### config.mk
export PLATFORM = sky130hd
export DESIGN_NAME = gpio_apb_arb24_flat
export DESIGN_NICKNAME = d
export VERILOG_FILES = /design/src/rtl/gpio_apb_arb24_pkg.sv /design/src/rtl/gpio_apb_arb24_if.sv /design/src/rtl/gpio_apb_arb24_rr_arb2.sv /design/src/rtl/gpio_apb_arb24.sv /design/src/flat_wrapper.sv
export SDC_FILE = /design/constraint.sdc
export NUM_CORES = 1
export LEC_CHECK = 0
export ABC_AREA = 1
export BUFFER_PORTS_ARGS = -buffer_cell sky130_fd_sc_hd__buf_2
export CAP_MARGIN = 40
export CORE_MARGIN = 2
export CORE_UTILIZATION = 35
export CTS_CLUSTER_SIZE = 14
export DETAILED_ROUTE_END_ITERATION = 16
export PLACE_DENSITY = 0.77
export SETUP_SLACK_MARGIN = 0.02
export SLEW_MARGIN = 5
export SYNTH_ARGS = -nofsm -noshare
export SYNTH_HDL_FRONTEND = slang
export SYNTH_HIERARCHICAL = 1
export SYNTH_SLANG_ARGS = --single-unit
export TNS_END_PERCENT = 1
### constraint.sdc
create_clock -name pclk24 -period 3 [get_ports pclk24]
set_clock_uncertainty 0.1 [all_clocks]
set_input_delay 0.15 -clock pclk24 [delete_from_list [all_inputs] [get_ports pclk24]]
set_output_delay 0.15 -clock pclk24 [all_outputs]
set_load 0.05 [all_outputs]
### src/rtl/gpio_apb_arb24_pkg.sv
`default_nettype none
// ---- gpio_arb_pkg24 : shared types/constants for the GPIO APB arbiter ---- rev 1.0
package gpio_arb_pkg24;

  localparam int ADDR_W_DEF = 6;
  localparam int DATA_W_DEF = 16;

  typedef logic [1:0] state_t;
  localparam logic [1:0] S_IDLE   = 2'd0;
  localparam logic [1:0] S_SETUP  = 2'd1;
  localparam logic [1:0] S_ACCESS = 2'd2;
  localparam logic [1:0] S_DONE   = 2'd3;

  // Values the APB bus rests at whenever no transfer is on it
  localparam logic        IDLE_PSEL    = 1'b0;
  localparam logic        IDLE_PENABLE = 1'b0;
  localparam logic        IDLE_PWRITE  = 1'b0;
  localparam logic [31:0] IDLE_PWDATA  = 32'h0;

endpackage
`default_nettype wire

### src/rtl/gpio_apb_arb24_if.sv
`default_nettype none
// ---- gpio_apb_arb24_if : requester command + APB bus bundle ---- rev 1.0
interface gpio_apb_arb24_if
  import gpio_arb_pkg24::*;
#(
  parameter int ADDR_W = ADDR_W_DEF,
  parameter int DATA_W = DATA_W_DEF
);
  logic [1:0]        req24;
  logic [1:0]        we24;
  logic [ADDR_W-1:0] addr0_24;
  logic [ADDR_W-1:0] addr1_24;
  logic [DATA_W-1:0] wdata0_24;
  logic [DATA_W-1:0] wdata1_24;
  logic [1:0]        done24;
  logic [DATA_W-1:0] rdata24;
  logic              busy24;
  logic              psel24;
  logic              penable24;
  logic              pwrite24;
  logic [ADDR_W-1:0] paddr24;
  logic [31:0]       pwdata24;
  logic [31:0]       prdata24;

  // master: the arbiter (APB master side); slave: requesters plus the GPIO slave
  modport master (
    input  req24, we24, addr0_24, addr1_24, wdata0_24, wdata1_24, prdata24,
    output done24, rdata24, busy24, psel24, penable24, pwrite24, paddr24, pwdata24
  );
  modport slave (
    output req24, we24, addr0_24, addr1_24, wdata0_24, wdata1_24, prdata24,
    input  done24, rdata24, busy24, psel24, penable24, pwrite24, paddr24, pwdata24
  );
endinterface
`default_nettype wire

### src/rtl/gpio_apb_arb24_rr_arb2.sv
`default_nettype none
// ---- rr_arb2_24 : combinational 2-way round-robin picker ---- rev 1.0
module rr_arb2_24
  import gpio_arb_pkg24::*;
(
  input  logic [1:0] req_i,
  input  logic       last_i,
  output logic [1:0] gnt_o,
  output logic       upd_o
);

  always_comb begin
    gnt_o = 2'b00;
    case (req_i)
      2'b01:   gnt_o = 2'b01;
      2'b10:   gnt_o = 2'b10;
      2'b11:   gnt_o = last_i ? 2'b01 : 2'b10;
      default: gnt_o = 2'b00;
    endcase
  end

  assign upd_o = |req_i;

endmodule
`default_nettype wire

### src/rtl/gpio_apb_arb24.sv
`default_nettype none
// ---- gpio_apb_arb24 : APB master sharing one GPIO slave between two requesters ---- rev 1.0
module gpio_apb_arb24
  import gpio_arb_pkg24::*;
#(
  parameter int ADDR_W = ADDR_W_DEF,
  parameter int DATA_W = DATA_W_DEF
) (
  input  logic              pclk24,
  input  logic              p_reset24,
  gpio_apb_arb24_if.master  bus
);

  state_t            state_q, state_d;
  logic              last_q, last_d;
  logic              win_q, win_d;
  logic              cmd_we_q, cmd_we_d;
  logic [ADDR_W-1:0] cmd_addr_q, cmd_addr_d;
  logic [31:0]       cmd_wdata_q, cmd_wdata_d;
  logic              psel_q, psel_d;
  logic              penable_q, penable_d;
  logic              busy_q, busy_d;
  logic [1:0]        done_q, done_d;
  logic [DATA_W-1:0] rdata_q, rdata_d;
  logic [1:0]        gnt;
  logic              grant_en;
  logic              unused_prdata;

  rr_arb2_24 u_arb (
    .req_i  (bus.req24),
    .last_i (last_q),
    .gnt_o  (gnt),
    .upd_o  (grant_en)
  );

  always_comb begin
    state_d     = state_q;
    last_d      = last_q;
    win_d       = win_q;
    cmd_we_d    = cmd_we_q;
    cmd_addr_d  = cmd_addr_q;
    cmd_wdata_d = cmd_wdata_q;
    psel_d      = psel_q;
    penable_d   = penable_q;
    busy_d      = busy_q;
    done_d      = done_q;
    rdata_d     = rdata_q;
    case (state_q)
      S_IDLE: begin
        if (grant_en) begin
          state_d     = S_SETUP;
          win_d       = gnt[1];
          last_d      = gnt[1];
          cmd_we_d    = gnt[1] ? bus.we24[1] : bus.we24[0];
          cmd_addr_d  = gnt[1] ? bus.addr1_24 : bus.addr0_24;
          cmd_wdata_d = gnt[1] ? 32'(bus.wdata1_24) : 32'(bus.wdata0_24);
          psel_d      = 1'b1;
          busy_d      = 1'b1;
        end
      end
      S_SETUP: begin
        state_d   = S_ACCESS;
        penable_d = 1'b1;
      end
      S_ACCESS: begin
        // prdata is only meaningful here; the bus drops to idle during DONE
        state_d     = S_DONE;
        psel_d      = IDLE_PSEL;
        penable_d   = IDLE_PENABLE;
        cmd_we_d    = IDLE_PWRITE;
        cmd_addr_d  = '0;
        cmd_wdata_d = IDLE_PWDATA;
        done_d      = win_q ? 2'b10 : 2'b01;
        rdata_d     = cmd_we_q ? '0 : bus.prdata24[DATA_W-1:0];
      end
      S_DONE: begin
        state_d = S_IDLE;
        busy_d  = 1'b0;
        done_d  = 2'b00;
        rdata_d = '0;
      end
      default: state_d = S_IDLE;
    endcase
  end

  always_ff @(posedge pclk24) begin
    if (p_reset24) begin
      state_q     <= S_IDLE;
      last_q      <= 1'b1;
      win_q       <= 1'b0;
      cmd_we_q    <= IDLE_PWRITE;
      cmd_addr_q  <= '0;
      cmd_wdata_q <= IDLE_PWDATA;
      psel_q      <= IDLE_PSEL;
      penable_q   <= IDLE_PENABLE;
      busy_q      <= 1'b0;
      done_q      <= 2'b00;
      rdata_q     <= '0;
    end else begin
      state_q     <= state_d;
      last_q      <= last_d;
      win_q       <= win_d;
      cmd_we_q    <= cmd_we_d;
      cmd_addr_q  <= cmd_addr_d;
      cmd_wdata_q <= cmd_wdata_d;
      psel_q      <= psel_d;
      penable_q   <= penable_d;
      busy_q      <= busy_d;
      done_q      <= done_d;
      rdata_q     <= rdata_d;
    end
  end

  assign bus.done24    = done_q;
  assign bus.rdata24   = rdata_q;
  assign bus.busy24    = busy_q;
  assign bus.psel24    = psel_q;
  assign bus.penable24 = penable_q;
  assign bus.pwrite24  = cmd_we_q;
  assign bus.paddr24   = cmd_addr_q;
  assign bus.pwdata24  = cmd_wdata_q;

  assign unused_prdata = ^bus.prdata24[31:DATA_W];

endmodule
`default_nettype wire

### src/flat_wrapper.sv
// flat-port wrapper written by rule: the top's interface ports become plain ports
module gpio_apb_arb24_flat import gpio_arb_pkg24::*;
#(
  parameter int ADDR_W = ADDR_W_DEF,
  parameter int DATA_W = DATA_W_DEF
)
  (pclk24, p_reset24, bus_req24, bus_we24, bus_addr0_24, bus_addr1_24, bus_wdata0_24, bus_wdata1_24, bus_prdata24, bus_done24, bus_rdata24, bus_busy24, bus_psel24, bus_penable24, bus_pwrite24, bus_paddr24, bus_pwdata24);
  gpio_apb_arb24_if #(.ADDR_W(ADDR_W), .DATA_W(DATA_W)) bus_i ();
  input  logic pclk24;
  input  logic p_reset24;
  input wire logic [$bits(bus_i.req24)-1:0] bus_req24;
  input wire logic [$bits(bus_i.we24)-1:0] bus_we24;
  input wire logic [$bits(bus_i.addr0_24)-1:0] bus_addr0_24;
  input wire logic [$bits(bus_i.addr1_24)-1:0] bus_addr1_24;
  input wire logic [$bits(bus_i.wdata0_24)-1:0] bus_wdata0_24;
  input wire logic [$bits(bus_i.wdata1_24)-1:0] bus_wdata1_24;
  input wire logic [$bits(bus_i.prdata24)-1:0] bus_prdata24;
  output wire logic [$bits(bus_i.done24)-1:0] bus_done24;
  output wire logic [$bits(bus_i.rdata24)-1:0] bus_rdata24;
  output wire logic [$bits(bus_i.busy24)-1:0] bus_busy24;
  output wire logic [$bits(bus_i.psel24)-1:0] bus_psel24;
  output wire logic [$bits(bus_i.penable24)-1:0] bus_penable24;
  output wire logic [$bits(bus_i.pwrite24)-1:0] bus_pwrite24;
  output wire logic [$bits(bus_i.paddr24)-1:0] bus_paddr24;
  output wire logic [$bits(bus_i.pwdata24)-1:0] bus_pwdata24;
  assign bus_i.req24 = bus_req24;
  assign bus_i.we24 = bus_we24;
  assign bus_i.addr0_24 = bus_addr0_24;
  assign bus_i.addr1_24 = bus_addr1_24;
  assign bus_i.wdata0_24 = bus_wdata0_24;
  assign bus_i.wdata1_24 = bus_wdata1_24;
  assign bus_i.prdata24 = bus_prdata24;
  assign bus_done24 = bus_i.done24;
  assign bus_rdata24 = bus_i.rdata24;
  assign bus_busy24 = bus_i.busy24;
  assign bus_psel24 = bus_i.psel24;
  assign bus_penable24 = bus_i.penable24;
  assign bus_pwrite24 = bus_i.pwrite24;
  assign bus_paddr24 = bus_i.paddr24;
  assign bus_pwdata24 = bus_i.pwdata24;
  gpio_apb_arb24 #(.ADDR_W(ADDR_W), .DATA_W(DATA_W)) u_core (.pclk24(pclk24), .p_reset24(p_reset24), .bus(bus_i));
endmodule
* Word-level counts from Yosys, hierarchy flattened *
Cells that the tools add are included.

storage, ports and cells
  word-level logic and storage cells = 48
  bits of input ports = 82
  bits in registers = 64
  output and inout bits = 60

cells by class
  eq/ne operators = 7
  muxes and demuxes = 21
  reductions and logical operators = 9

operators by type and width
  kind                                                                      number
  32-bit one-hot mux with 2 select lines                                    1
  16-bit two-way mux                                                        2
  32-bit two-way mux                                                        1
  16-bit one-hot mux with 2 select lines                                    1
  6-bit two-way mux                                                         2
  6-bit one-hot mux with 2 select lines                                     1
  2-bit equality test (second input constant)                               4
  1-bit one-hot mux with 2 select lines                                     4
  2-bit one-hot mux with 4 select lines                                     1
  2-bit nonzero test                                                        4
  2-bit two-way mux                                                         3
  2-bit one-hot mux with 3 select lines                                     1
  2-bit AND reduction                                                       3
  2-bit by 1-bit equality test with 1-bit output (second input constant)    2
  2-bit one-hot mux with 2 select lines                                     1
  1-bit two-way mux                                                         3
  2-bit zero test                                                           1
  2-bit by 1-bit inequality test with 1-bit output (second input constant)  1
  2-bit OR reduction                                                        1

* Longest topological paths before layout *
  word-level depth = 5
  depth in mapped cells = 9
  gate-level depth less buffers = 8

* Cells and area by module *
Netlist, hierarchy kept.

by module, submodules not included
  module          times used  area each (um2)  seq. area each (um2)  cells each
  gpio_apb_arb24  1           2,327.2          960.9                 327
  rr_arb2_24      1           27.5             0.0                   6

* Worst setup path after synthesis *
OpenSTA, ideal clock, no wires.

  kind = register to register
  from = register u_core.state_q[0]
  to = register u_core.rdata_q[15] (netlist: u_core/bus.rdata24[15])
  arrival = 1.334 ns
  path slack = 1.451 ns
  path buffers = 1
  library setup time = 0.115 ns
  clock period less this slack = 1.549 ns
  required time = 2.785 ns
  stages on the path, launching flop included = 8
  path through = dfxtp_1 > inv_1 > ha_1 > nor2_4 > inv_6 > buf_6 > o21ai_1 > nor2_1

between the ends
  cells in the longest elaborated chain, start to end = 2
  elaborated cells on any way between the ends = 4
  those cells by class = eq/ne: 2; mux: 1; reduce/logical: 1

RTL lines
  element                                                                       RTL line               text
  start: declaration                                                            gpio_apb_arb24.sv:14   state_t state_q, state_d;
  start signal: assignment                                                      gpio_apb_arb24.sv:100  state_q <= state_d;
  2-bit equality test                                                           gpio_apb_arb24.sv:48   case (state_q)
  16-bit one-hot mux with 2 select lines or 2-bit nonzero test (tied branches)  --
  end signal: assignment                                                        gpio_apb_arb24.sv:110  rdata_q <= rdata_d;
  end: declaration                                                              gpio_apb_arb24.sv:24   logic [DATA_W-1:0] rdata_q, rdata_d;

Several ways; a longest one is shown, not always the timed one.
A chain may end at the register's enable or synchronous reset.

* Worst setup path in the final report *
  from = register u_core.state_q[0]
  to = register u_core.cmd_wdata_q[4] (netlist: u_core/bus.pwdata24[4])

between the ends
  cells in the longest elaborated chain, start to end = 3
  elaborated cells on any way between the ends = 6
  those cells by class = eq/ne: 2; mux: 1; reduce/logical: 3

RTL lines
  element                                                                                                  RTL line               text
  2-bit equality test or 2-bit zero test (tied branches)                                                   gpio_apb_arb24.sv:48
  2-bit nonzero test (no source line) or 2-bit by 1-bit inequality test with 1-bit output (tied branches)  --
  2-bit AND reduction (no source line)                                                                     --
  end signal: assignment                                                                                   gpio_apb_arb24.sv:105  cmd_wdata_q <= cmd_wdata_d;
  end: declaration                                                                                         gpio_apb_arb24.sv:19   logic [31:0] cmd_wdata_q, cmd_wdata_d;

Several ways; a longest one is shown, not always the timed one.

==> reports/metrics.cfg <==
[status]
status=finished, violations left
violations=DRC

[clocking]
postCtsSetupBuffers=0
cts.path.max_buffers=2
ctsRootBufferMaster=clkbuf_8
cts.sinks=48
clk_latency_ps=300
cts_htree_levels=2
cts_buffers=5
hold_buffers=13
cts_tree=built
cts_resized=0
clk_pin_slew_ps=90

[route]
final_antenna_net_count=0
avgRoutedWirePerCell_um=12.0
dr.pass1.iters=11
drt-total-wl_um=6220
drtIter0Drc=74
num_vias=2444
vias_per_cell=4.71
drc_errors=12

[floorplanning]
dieWidth_um=85.8
fp.dieH_um=85.8
die-area_sq_mm=0.00736
io_pins=142
initial_utilization_pct=36.5
core-area_sq_mm=0.00642
rows=29

[placement]
io_buffers=109
place_congestion=0.813
dp_hpwl_um=4300

[worst_setup_path]
cp_max_fo=25
r2r_end=u_core/bus.pwdata24[4]$_SDFFE_PP0P_
reg2reg_slack_ps=970
timing.rr.start=u_core/state_q[0]$_SDFFE_PP0P_
arrival_ps=2150
crit_required_ps=3120
reg2reg_depth=6
end_kind=flip-flop
critPathLaunchType=flip-flop
cp-startpoint=u_core/state_q[0]$_SDFFE_PP0P_
endpoint=u_core/bus.pwdata24[4]$_SDFFE_PP0P_
worstSetupPathType=reg -> reg

[global_routing]
grt_start_max_net_pins=28
track_usage_pct=17.2
grt_pass1_wl_um=10300
grt_pass1_vias=2431
overflow=0
antenna_found_initial=0

[timing]
relSlewSlack_pct=49.9
rsz0062_at_grt=no
drv_slew=0
setup_viol=0
fin_crit_sh_pct=67.6
worstMarginPinSlew_ps=749
final_hold_viol_count=0
min_period_ps=2030
clock.fmax_ghz=0.493
whs_ps=13.1
fin_setup_tns_ps=0

[min_path]
hold_path.class=in -> reg

[power]
power_frac_clock_pct=13.5
ir_drop_mv=0.730
net-switching-power_mw=1.60
p_sw_share_pct=53.0
seq_power_share_pct=31.4
leakage_nw=1.60
power_mw=3.02
power_density_mw_per_mm2=990
power_frac_comb_pct=55.1
p_int_mw=1.42

[synth]
syn-instance-count=330
synth_area_sq_mm=0.00234
synth.avg_cell_area_sq_um=7.10
synth_warnings=6

[finish]
diodes=0
area_delta_synth_final_pct=30.2
final_nets=529
layout-drive-gt1-share_pct=29.6

[flow_run]
maxCapViolations=0

==> power groups by stage <==
stage	logic [mW]	clock network (mW)	registers, mW
5_1_grt	1.79	0.457	0.976
3_3_place_gp	1.61	0	0.951
4_1_cts	1.67	0.427	0.948
3_5_place_dp	1.65	0	0.960
2_1_floorplan	0.716	0	1.59
6_report	1.66	0.407	0.949
==> sequential cells by signal (all words and copies together), names as in the netlist <==
register / count
u_core/bus.busy24: 1
u_core/bus.done24: 2
u_core/bus.paddr24: 6
u_core/bus.penable24: 1
u_core/bus.psel24: 1
u_core/bus.pwdata24: 16
u_core/bus.pwrite24: 1
u_core/bus.rdata24: 16
u_core/last_q: 1
u_core/state_q: 2
u_core/win_q: 1
==> critical path: stages, from the launching register on <==
cell     delay [ps]
dfxtp_1         340
inv_1           130
ha_1            220
nand2_2         310
nor2_4          550
nand2_1         130
a21oi_1         160
==> stage by stage <==
| step | setup WS, ps | instance area [sq um] | util (%) | std cells |
|---|---|---|---|---|
| 4_1_cts | 957 | 3050 | 47.5 | 519 |
| 5_1_grt | 762 | 3050 | 47.5 | 519 |
| 2_1_floorplan | 1450 | 2400 | - | 345 |
| 3_5_place_dp | 984 | 2820 | 44.0 | 498 |
| 3_3_place_gp | 1040 | 2820 | 43.8 | 497 |
| 6_report | 972 | 3050 | 47.5 | 519 |
==> metal layers <==
metal  routed length [um]  global-route usage [%]  part of all wire, %  up-vias
met5                    0                       0                    0        -
met4                   65                    4.91                  1.0        0
met3                  533                    4.81                  8.6        7
met2                 3150                    33.2                   51       95
met1                 2480                    17.9                   40     1099
li1                     -                       -                    -     1243
==> placed cells by master, fill, tap and decap left out <==
cell type,n
buf_4,2
clkbuf_8,6
buf_2,109
conb_1,16
dlygate4sd3_1,13
nand2_2,1
nand3_1,25
o21ai_2,6
or2_1,1
nor2_4,2
clkinvlp_4,2
o21ai_1,3
nor2_1,26
a21oi_1,42
nand3b_1,1
inv_1,11
a21oi_2,2
nand2_1,109
dfxtp_1,48
inv_6,1
o21ai_0,10
ha_1,6
==> layout make-up <==
class | count | area (sq um)
clock buffers | 6 | 82.6
clock inverters | 2 | 15.0
fillers | 642 | 3370
inverters | 12 | 50.0
multi-input cells | 250 | 1150
flip-flops and latches | 48 | 961
well taps | 77 | 96.3
repair buffers | 124 | 691
==> worst min path at each step <==
stage                startpoint                             endpoint  slack, ps  depth (start not counted)
2_1_floorplan   bus_prdata24[6]   u_core/bus.rdata24[6]$_SDFFE_PP0P_        210                          2
3_3_place_gp    bus_prdata24[8]   u_core/bus.rdata24[8]$_SDFFE_PP0P_        290                          3
3_5_place_dp    bus_prdata24[9]   u_core/bus.rdata24[9]$_SDFFE_PP0P_        300                          3
4_1_cts         bus_prdata24[3]   u_core/bus.rdata24[3]$_SDFFE_PP0P_          2                          3
5_1_grt        bus_prdata24[14]  u_core/bus.rdata24[14]$_SDFFE_PP0P_         20                          3
6_report        bus_prdata24[3]   u_core/bus.rdata24[3]$_SDFFE_PP0P_         10                          3
Note: power is estimated with default switching activity, not from simulation.
